### src/rtl/fpm_arbiter.sv
// fpm_arbiter: round-robin sharing of one FPMUL core among NREQ ports.
// Optional WAIT watchdog enabled by defining FPM_TIMEOUT_EN.
module fpm_arbiter #(
   parameter int NREQ    = 2,
   parameter int TIMEOUT = 64
) (
   input  logic                clk,
   input  logic                rst,
   input  logic [NREQ-1:0]     req,
   input  logic [32*NREQ-1:0]  req_a,
   input  logic [32*NREQ-1:0]  req_b,
   output logic [NREQ-1:0]     ack,
   output logic [NREQ-1:0]     rsp_valid,
   output logic [31:0]         rsp_p,
   output logic [5:0]          rsp_flags,
   output logic                rsp_err,
   output logic                busy,
   output logic [31:0]         mul_a,
   output logic [31:0]         mul_b,
   output logic                mul_start,
   input  logic                mul_done,
   input  logic [31:0]         mul_p,
   input  logic [5:0]          mul_flags
);

   localparam int IW = $clog2(NREQ);

   if (NREQ < 2 || NREQ > 4) begin : g_bad_nreq
      $error("fpm_arbiter: NREQ must be 2..4");
   end
   if (TIMEOUT < 1) begin : g_bad_timeout
      $error("fpm_arbiter: TIMEOUT must be >= 1");
   end

   typedef enum logic [1:0] {
      S_IDLE,
      S_ISSUE,
      S_WAIT,
      S_RESP
   } state_e;

   state_e          state_q, state_d;
   logic [IW-1:0]   g_q, g_d;
   logic [IW-1:0]   last_q, last_d;
   logic [31:0]     a_q, a_d;
   logic [31:0]     b_q, b_d;
   logic [31:0]     p_q, p_d;
   logic [5:0]      f_q, f_d;

   logic [IW-1:0]   win;
   logic            win_vld;
   logic [IW:0]     rot;
   logic [31:0]     win_a;
   logic [31:0]     win_b;
   logic            timeout;

   // Round-robin search: scan from last+1 upward; nearest set req wins.
   always_comb begin
      win     = last_q;
      win_vld = 1'b0;
      rot     = '0;
      for (int k = NREQ; k >= 1; k--) begin
         rot = {1'b0, last_q} + (IW+1)'(k);
         if (rot >= (IW+1)'(NREQ)) begin
            rot = rot - (IW+1)'(NREQ);
         end
         if (req[rot[IW-1:0]]) begin
            win     = rot[IW-1:0];
            win_vld = 1'b1;
         end
      end
   end

   // Select the winning requester's operand pair.
   always_comb begin
      win_a = '0;
      win_b = '0;
      for (int i = 0; i < NREQ; i++) begin
         if (win == IW'(i)) begin
            win_a = req_a[32*i +: 32];
            win_b = req_b[32*i +: 32];
         end
      end
   end

`ifdef FPM_TIMEOUT_EN
   localparam int CW = $clog2(TIMEOUT + 1);

   logic [CW-1:0] cnt_q, cnt_d;
   logic          err_q, err_d;

   // WAIT cycle counter; held at zero outside WAIT so it restarts on entry.
   always_comb begin
      cnt_d = '0;
      if (state_q == S_WAIT) begin
         cnt_d = cnt_q + CW'(1);
      end
   end

   // Watchdog fires on the last permitted WAIT cycle.
   assign timeout = (state_q == S_WAIT) &&
                    (cnt_q == CW'(TIMEOUT - 1));

   // Error flag: Done wins over a simultaneous timeout.
   always_comb begin
      err_d = err_q;
      if (state_q == S_WAIT) begin
         if (mul_done) begin
            err_d = 1'b0;
         end else if (timeout) begin
            err_d = 1'b1;
         end
      end
   end

   // Watchdog registers.
   always_ff @(posedge clk or negedge rst) begin
      if (!rst) begin
         cnt_q <= '0;
         err_q <= 1'b0;
      end else begin
         cnt_q <= cnt_d;
         err_q <= err_d;
      end
   end

   assign rsp_err = err_q;
`else
   assign timeout = 1'b0;
   assign rsp_err = 1'b0;
`endif

   // FSM state register.
   always_ff @(posedge clk or negedge rst) begin
      if (!rst) begin
         state_q <= S_IDLE;
      end else begin
         state_q <= state_d;
      end
   end

   // FSM next state.
   always_comb begin
      state_d = state_q;
      unique case (state_q)
         S_IDLE: begin
            if (win_vld) begin
               state_d = S_ISSUE;
            end
         end
         S_ISSUE: begin
            state_d = S_WAIT;
         end
         S_WAIT: begin
            if (mul_done || timeout) begin
               state_d = S_RESP;
            end
         end
         S_RESP: begin
            state_d = S_IDLE;
         end
         default: begin
            state_d = S_IDLE;
         end
      endcase
   end

   // FSM outputs: one-hot strobes toward the granted requester.
   always_comb begin
      ack       = '0;
      rsp_valid = '0;
      mul_start = 1'b0;
      busy      = (state_q != S_IDLE);
      if (state_q == S_ISSUE) begin
         ack[g_q]  = 1'b1;
         mul_start = 1'b1;
      end
      if (state_q == S_RESP) begin
         rsp_valid[g_q] = 1'b1;
      end
   end

   // Datapath next values: grant/operand latch, result capture, pointer.
   always_comb begin
      g_d    = g_q;
      last_d = last_q;
      a_d    = a_q;
      b_d    = b_q;
      p_d    = p_q;
      f_d    = f_q;
      unique case (state_q)
         S_IDLE: begin
            if (win_vld) begin
               g_d = win;
               a_d = win_a;
               b_d = win_b;
            end
         end
         S_WAIT: begin
            if (mul_done) begin
               p_d = mul_p;
               f_d = mul_flags;
            end else if (timeout) begin
               p_d = '0;
               f_d = '0;
            end
         end
         S_RESP: begin
            last_d = g_q;
         end
         default: begin
         end
      endcase
   end

   // Datapath registers; pointer resets so requester 0 wins first.
   always_ff @(posedge clk or negedge rst) begin
      if (!rst) begin
         g_q    <= '0;
         last_q <= IW'(NREQ - 1);
         a_q    <= '0;
         b_q    <= '0;
         p_q    <= '0;
         f_q    <= '0;
      end else begin
         g_q    <= g_d;
         last_q <= last_d;
         a_q    <= a_d;
         b_q    <= b_d;
         p_q    <= p_d;
         f_q    <= f_d;
      end
   end

   assign mul_a     = a_q;
   assign mul_b     = b_q;
   assign rsp_p     = p_q;
   assign rsp_flags = f_q;

endmodule

### config.mk
export PLATFORM = sky130hd
export DESIGN_NAME = fpm_arbiter
export DESIGN_NICKNAME = d
export VERILOG_FILES = /design/src/rtl/fpm_arbiter.sv
export SDC_FILE = /design/constraint.sdc
export NUM_CORES = 1
export LEC_CHECK = 0
export ABC_AREA = 1
export BUFFER_PORTS_ARGS = -buffer_cell sky130_fd_sc_hd__buf_2
export CORE_MARGIN = 2
export CORE_UTILIZATION = 45
export CTS_BUF_LIST = sky130_fd_sc_hd__clkbuf_16
export CTS_CLUSTER_SIZE = 28
export DETAILED_ROUTE_END_ITERATION = 7
export PLACE_DENSITY = 0.92
export RECOVER_POWER = 50
export SETUP_SLACK_MARGIN = 0.15
export SYNTH_ARGS = -nofsm -noshare
export SYNTH_HDL_FRONTEND = slang
export SYNTH_SLANG_ARGS = --single-unit
### constraint.sdc
create_clock -name clk -period 1.55 [get_ports clk]
set_clock_uncertainty 0.1 [all_clocks]
set_input_delay 0 -clock clk [delete_from_list [all_inputs] [get_ports clk]]
set_output_delay 0 -clock clk [all_outputs]
set_load 0.02 [all_outputs]
==> impl_metrics.py, run 1 <==
metrics = {
    "status": {
        "status": "finished, violations left",
        "violations": "design-rule violations, negative setup slack",
    },
    "setup_path": {
        "crit_path_start_kind": "register",
        "rr_worst_depth": 8,
        "cp.required_ns": 1.73,
        "critPathCaptureType": "register",
        "crit_type": "reg2reg",
        "cp_max_fo": 6,
        "arrival_ns": 1.95,
    },
    "power": {
        "power_mw": 17.4,
        "leakage_nw": 5.16,
        "ir_drop_uv": 1340,
        "power_density_nw_per_um2": 1820,
    },
    "clock_network": {
        "insertion_delay_ns": 0.34,
        "clock-root-buffer": "clkbuf_16",
        "cts_sinks": 106,
        "clockBufferDepth": 2,
        "cts_buffers": 9,
        "clk_pin_slew_ns": 0.08,
        "h-tree-depth": 3,
        "cts_tree": "built",
    },
    "placed_design": {
        "portBuffers": 278,
        "place_area_um2": 6820,
        "dp_hpwl_um": 11100,
        "dp_cells": 1085,
        "finalWeightedCongestion": 0.889,
    },
    "sta": {
        "fin_ws_ns": -0.219,
        "layout_min_cycle_time_ns": 1.77,
        "rsz0062_at_grt": "yes",
        "finalSetupViolations": 6,
        "whs_ns": 0.124,
        "hold_violations": 0,
        "tightest_slew_ns": 0.840,
        "slew_violations": 0,
        "max_freq_ghz": 0.565,
        "timing.slew.headroom": 0.440,
        "period_share": 1.14,
    },
    "drt": {
        "first_iter_violations": 1332,
        "wl_per_cell_um": 22.0,
        "ant_nets": 0,
        "drt_wl_total_um": 28500,
        "via_per_inst": 5.98,
        "first_pass_iters": 8,
        "vias": 7747,
        "drc_errors": 146,
    },
    "floorplan": {
        "core.rowCount": 39,
        "die-area_um2": 12500,
        "ios": 280,
        "fp.dieW_um": 112,
        "start_util": 0.461,
        "die_height_um": 112,
        "coreArea_um2": 11400,
    },
    "global_routing": {
        "grt.overflow.total": 0,
        "grt_pass1_vias": 7520,
        "grt_max_degree": 44,
        "grt_pass1_wl_um": 38400,
        "track_usage": 0.390,
        "antenna_found_initial": 3,
    },
    "logic_synthesis": {
        "yosys_warnings": 0,
        "synth_seq_cells": 106,
        "yosysSeqAreaShare": 0.507,
        "syn-cell-area_um2": 5240,
        "syn-instance-count": 697,
        "syn_nets": 873,
        "synth_cell_types": 17,
        "syn_avg_cell_area_um2": 7.52,
    },
    "worst_hold_path": {
        "worstHoldPathType": "in2reg",
        "holdPathStages": 5,
    },
    "layout": {
        "drive_gt1_frac": 0.321,
        "fin_area_um2": 9540,
        "fin_util": 0.839,
        "final_cells": 1295,
        "final_nets": 1320,
        "synthToLayoutAreaGrowth_pct": 82.1,
    },
    "flow_run": {
        "maxCapViolations": 0,
    },
}
-- where the power goes --
part | switching (mW) | internal, mW | total (mW)
clock | 1.12 | 1.27 | 2.39
combinational | 6.31 | 3.54 | 9.85
sequential | 1.06 | 4.08 | 5.14
-- state kept, by name, indices dropped and copies added (netlist names) --
name / cells
mul_a: 32
rsp_flags: 6
rsp_p: 32
state_q: 2
g_q: 1
mul_b: 32
last_q: 1
-- worst paths after layout --
check	from	to	slack, ns
min	req[1]	state_q[1]$_DFFE_PN0P_	0.12
min reg2reg	rsp_p[23]$_DFFE_PN0P_	rsp_p[23]$_DFFE_PN0P_	0.38
max	last_q$_DFFE_PN1N_	mul_b[2]$_DFFE_PN0P_	-0.22
max reg2reg	last_q$_DFFE_PN1N_	mul_b[2]$_DFFE_PN0P_	-0.22
min in group asynchronous	rst	rsp_p[6]$_DFFE_PN0P_	0.21
max in group asynchronous	rst	state_q[1]$_DFFE_PN0P_	0.30
-- cells by family after synthesis --
family | after synthesis | synth area share
compound gates | 4 | 0.00454
fa+ha+maj | 5 | 0.0119
buf+inv | 64 | 0.0647
flops | 106 | 0.507
other cells | 1 | 0.000716
simple gates | 517 | 0.412
-- critical path, stage by stage (launching register included) --
cell and delay, ns:
dfstp_2 0.56, inv_2 0.08, nand2_4 0.09, buf_8 0.14, buf_12 0.15, nand3_1 0.13, nand2_1 0.28, nand2_1 0.10
nand2_1 0.08
-- per-layer routing --
metal  part of all wire  track usage  wire (µm)
met1               0.32        0.439       9110
met2               0.45        0.635      12800
met3               0.14        0.120       3940
met4              0.091        0.270       2600
met5            0.00088            0         25
-- metrics by stage --
step | TNS, ns | setup slack (ns)
final | -0.495 | -0.219
after global routing | -1.25 | -0.386
after CTS | 0 | 0.0835
after detailed placement | -0.136 | -0.0177
after global placement | 0 | 0.0762
after floorplan | 0 | 0.154
-- cell type report --
| type | instances | area [µm²] |
|---|---|---|
| tap | 143 | 179 |
| clock buffer | 9 | 225 |
| fill | 570 | 1830 |
| multi-input combinational | 527 | 2580 |
| timing repair buffer | 488 | 3760 |
| antenna | 3 | 7.51 |
| sequential | 106 | 2660 |
| inverter | 12 | 50.0 |
| clock inverter | 7 | 77.6 |
-- cells in the final DEF, fill, tap and decap left out, types with 3 or more instances in the layout --
cell,count
buf_4,9
diode_2,3
buf_16,5
inv_1,3
nand3_2,16
clkbuf_1,52
clkbuf_16,15
nand3_1,152
dfrtp_1,104
dlygate4sd3_1,168
ha_4,4
buf_12,14
buf_6,9
nand2_2,41
nand2_4,8
inv_2,7
nand2_1,295
buf_2,222
-- synth_stat cells --
cell | n | area (µm²)
buf_1 | 1 | 3.75
buf_2 | 37 | 185
buf_4 | 2 | 15.0
buf_6 | 6 | 67.6
clkbuf_1 | 6 | 22.5
conb_1 | 1 | 3.75
dfrtp_1 | 105 | 2630
dfstp_2 | 1 | 26.3
ha_1 | 5 | 62.6
inv_1 | 10 | 37.5
inv_2 | 2 | 7.51
nand2_1 | 344 | 1290
nand2_2 | 2 | 12.5
nand3_1 | 168 | 841
nor2_1 | 3 | 11.3
o21ai_0 | 3 | 15.0
o21ai_2 | 1 | 8.76
-- what timing repair did --
item | in CTS | in global routing
hold buffers | 168 | 0
endpoints found under the setup margin | 111 | 79
gates cloned | 4 | 6
endpoints found under the hold margin | 208 | 0
resized for setup | 29 | 90
pin swaps | 1 | 15
setup buffers | 8 | 5
Note: power is estimated with default switching activity, not from simulation.
==> run 2: changes to the inputs <==
Settings changed: RECOVER_POWER 50 to 100.
==> run 2 against run 1 <==
  * The flow still finishes with violations (design-rule violations, negative setup slack)
  * Final area is 1.7% lower
  * Worst hold slack improved by 0.0029 ns
  * Via count up 0.10%
  * Sequential share of layout area rose by 0.49 points
  * Routed wire length barely moved
  * Sequential cell count unchanged
  * Power fell by 2.1%
  * Core utilization fell by 1.5 points
  * Final cell count up 0.15%
  * Fmax grew 0.34%
  * Sequential power barely moved
  * Critical path type unchanged
  * Largest cell class unchanged
  * Largest power group unchanged
==> impl_metrics.py, run 2 (same netlist as run 1, synthesis figures left out) <==
metrics = {
    "status": {
        "status": "finished, violations left",
        "violations": "design-rule violations, negative setup slack",
    },
    "power": {
        "ir_drop_uv": 1330,
        "leakage_nw": 4.97,
        "clkPwrFrac": 0.141,
        "p_sw_frac": 0.495,
        "power_density_nw_per_um2": 1820,
        "power_mw": 17.0,
        "intPower_mw": 8.60,
        "switchingPower_mw": 8.42,
        "combinationalPowerShare": 0.559,
        "share_seq_of_total_power": 0.300,
    },
    "sta": {
        "layout_min_cycle_time_ns": 1.76,
        "timing.slew.headroom": 0.426,
        "slew_violations": 0,
        "max_freq_ghz": 0.567,
        "rsz0062_at_grt": "yes",
        "period_share": 1.14,
        "tightest_slew_ns": 0.861,
        "hold_violations": 0,
        "fin_ws_ns": -0.213,
        "finalSetupViolations": 7,
    },
    "layout": {
        "synthToLayoutAreaGrowth_pct": 78.9,
        "layout_common_cells": "nand2_1 (316), buf_2 (170), dlygate4sd3_1 (168), nand3_1 (153)",
        "drive_gt1_frac": 0.257,
        "nFillCells": 634,
        "final_cells": 1297,
        "final_common_cell": "nand2_1",
        "final_nets": 1320,
        "fin_area_um2": 9370,
    },
    "flow_run": {
        "maxCapViolations": 0,
    },
    "clock_network": {
        "clockBufferDepth": 2,
        "clock-root-buffer": "clkbuf_16",
        "cts_tree": "built",
        "clk_pin_slew_ns": 0.08,
        "h-tree-depth": 3,
        "insertion_delay_ns": 0.34,
        "cts_buffers": 9,
        "cts_sinks": 106,
    },
    "drt": {
        "drt_wl_total_um": 28500,
        "wl_per_cell_um": 22.0,
        "first_iter_violations": 1257,
        "via_per_inst": 5.98,
        "vias": 7755,
        "drc_errors": 32,
        "ant_nets": 0,
        "first_pass_iters": 8,
    },
    "global_routing": {
        "met3_usage": 0.120,
        "grt_use_met1": 0.439,
        "antenna_found_initial": 3,
        "grt_pass1_wl_um": 38400,
        "grt_pass1_vias": 7520,
        "grt_max_degree": 44,
        "busiest_layer": "met2",
        "track_usage": 0.390,
        "met2_usage": 0.635,
        "grt.overflow.total": 0,
    },
    "floorplan": {
        "core.rowCount": 39,
        "fp.dieW_um": 112,
        "die-area_um2": 12500,
        "start_util": 0.461,
        "coreArea_um2": 11400,
        "die_height_um": 112,
        "ios": 280,
    },
    "setup_path": {
        "cp_max_fo": 6,
        "arrival_ns": 1.95,
        "rr_worst_depth": 8,
        "rrSetupSlack_ns": -0.21,
        "reg2reg_from": "last_q$_DFFE_PN1N_",
        "crit_path_start_kind": "register",
        "r2r-end": "mul_b[2]$_DFFE_PN0P_",
        "crit_type": "reg2reg",
        "critPathCaptureType": "register",
        "cp.required_ns": 1.74,
    },
    "placed_design": {
        "place_area_um2": 6820,
        "portBuffers": 278,
        "finalWeightedCongestion": 0.889,
        "dp_hpwl_um": 11100,
        "dp_cells": 1085,
    },
    "worst_hold_path": {
        "min_to": "state_q[1]$_DFFE_PN0P_",
        "min-delay-start": "req[1]",
        "worstHoldPathType": "in2reg",
        "holdPathStages": 5,
    },
}
[run 2: cell types whose count changed in the layout (fill, tap and decap cells not counted), sizes merged]
cell / delta
buf: -54
diode: +2
clkbuf: +54
[run 2: repair_timing]
item                                    CTS  global route
buffers inserted                          8             5
endpoints found under the setup margin  111            79
gates cloned                              4             6
hold buffers                            168             0
hold endpoints to repair                208             0
pin swaps                                 1            15
resized for setup                        29            90
[run 2: how the worst max path moves through the flow]
stage	endpoint	depth (start not counted)	slack, ns	from
after floorplan	mul_a[19]$_DFFE_PN0P_	7	0.15	state_q[0]$_DFFE_PN0P_
final	mul_b[2]$_DFFE_PN0P_	8	-0.21	last_q$_DFFE_PN1N_
after CTS	rsp_valid[0]	5	0.08	state_q[0]$_DFFE_PN0P_
after global routing	mul_b[2]$_DFFE_PN0P_	8	-0.39	last_q$_DFFE_PN1N_
after global placement	mul_a[11]$_DFFE_PN0P_	7	0.08	state_q[0]$_DFFE_PN0P_
after detailed placement	mul_a[17]$_DFFE_PN0P_	7	-0.02	state_q[0]$_DFFE_PN0P_
[run 2: power groups by stage]
stage                     sequential [mW]  combinational [mW]  clock, mW
after floorplan                      6.30                3.23          0
after global placement               4.81                7.22          0
after CTS                            4.83                8.32       2.35
after global routing                 5.18                10.1       2.49
final                                5.11                9.51       2.39
after detailed placement             4.81                7.45          0
[run 2: final cells by class]
| class | instances | area (µm²) | area share |
|---|---|---|---|
| clock buffer | 9 | 225 | 0.0240 |
| clock inverter | 7 | 77.6 | 0.00828 |
| timing repair buffer | 488 | 3660 | 0.390 |
| multi-input combinational | 527 | 2520 | 0.268 |
| inverter | 12 | 47.5 | 0.00507 |
| antenna | 5 | 12.5 | 0.00134 |
| tap | 143 | 179 | 0.0191 |
| sequential | 106 | 2660 | 0.283 |
[run 2: layer usage]
layer  up-vias  wire length [µm]
met2       871             12800
met3       325              3850
met4         2              2730
met1      3436              9190
li1       3121                 -
met5         -                11
[run 2: stage by stage]
stage | setup TNS [ns] | hold slack, ns | setup WS [ns] | util
after floorplan | 0 | -0.396 | 0.154 | -
after global placement | 0 | -0.138 | 0.0762 | 0.600
final | -0.518 | 0.127 | -0.213 | 0.824
after CTS | 0 | 0.0370 | 0.0835 | 0.798
after global routing | -1.27 | 0.174 | -0.386 | 0.824
after detailed placement | -0.136 | -0.133 | -0.0177 | 0.600
[run 2: worst max-delay path: stages, from the launching register on]
cell	delay, ns
dfstp_2	0.56
inv_2	0.08
nand2_4	0.09
buf_8	0.14
buf_12	0.15
nand3_1	0.12
nand2_1	0.27
nand2_1	0.10
nand2_1	0.09
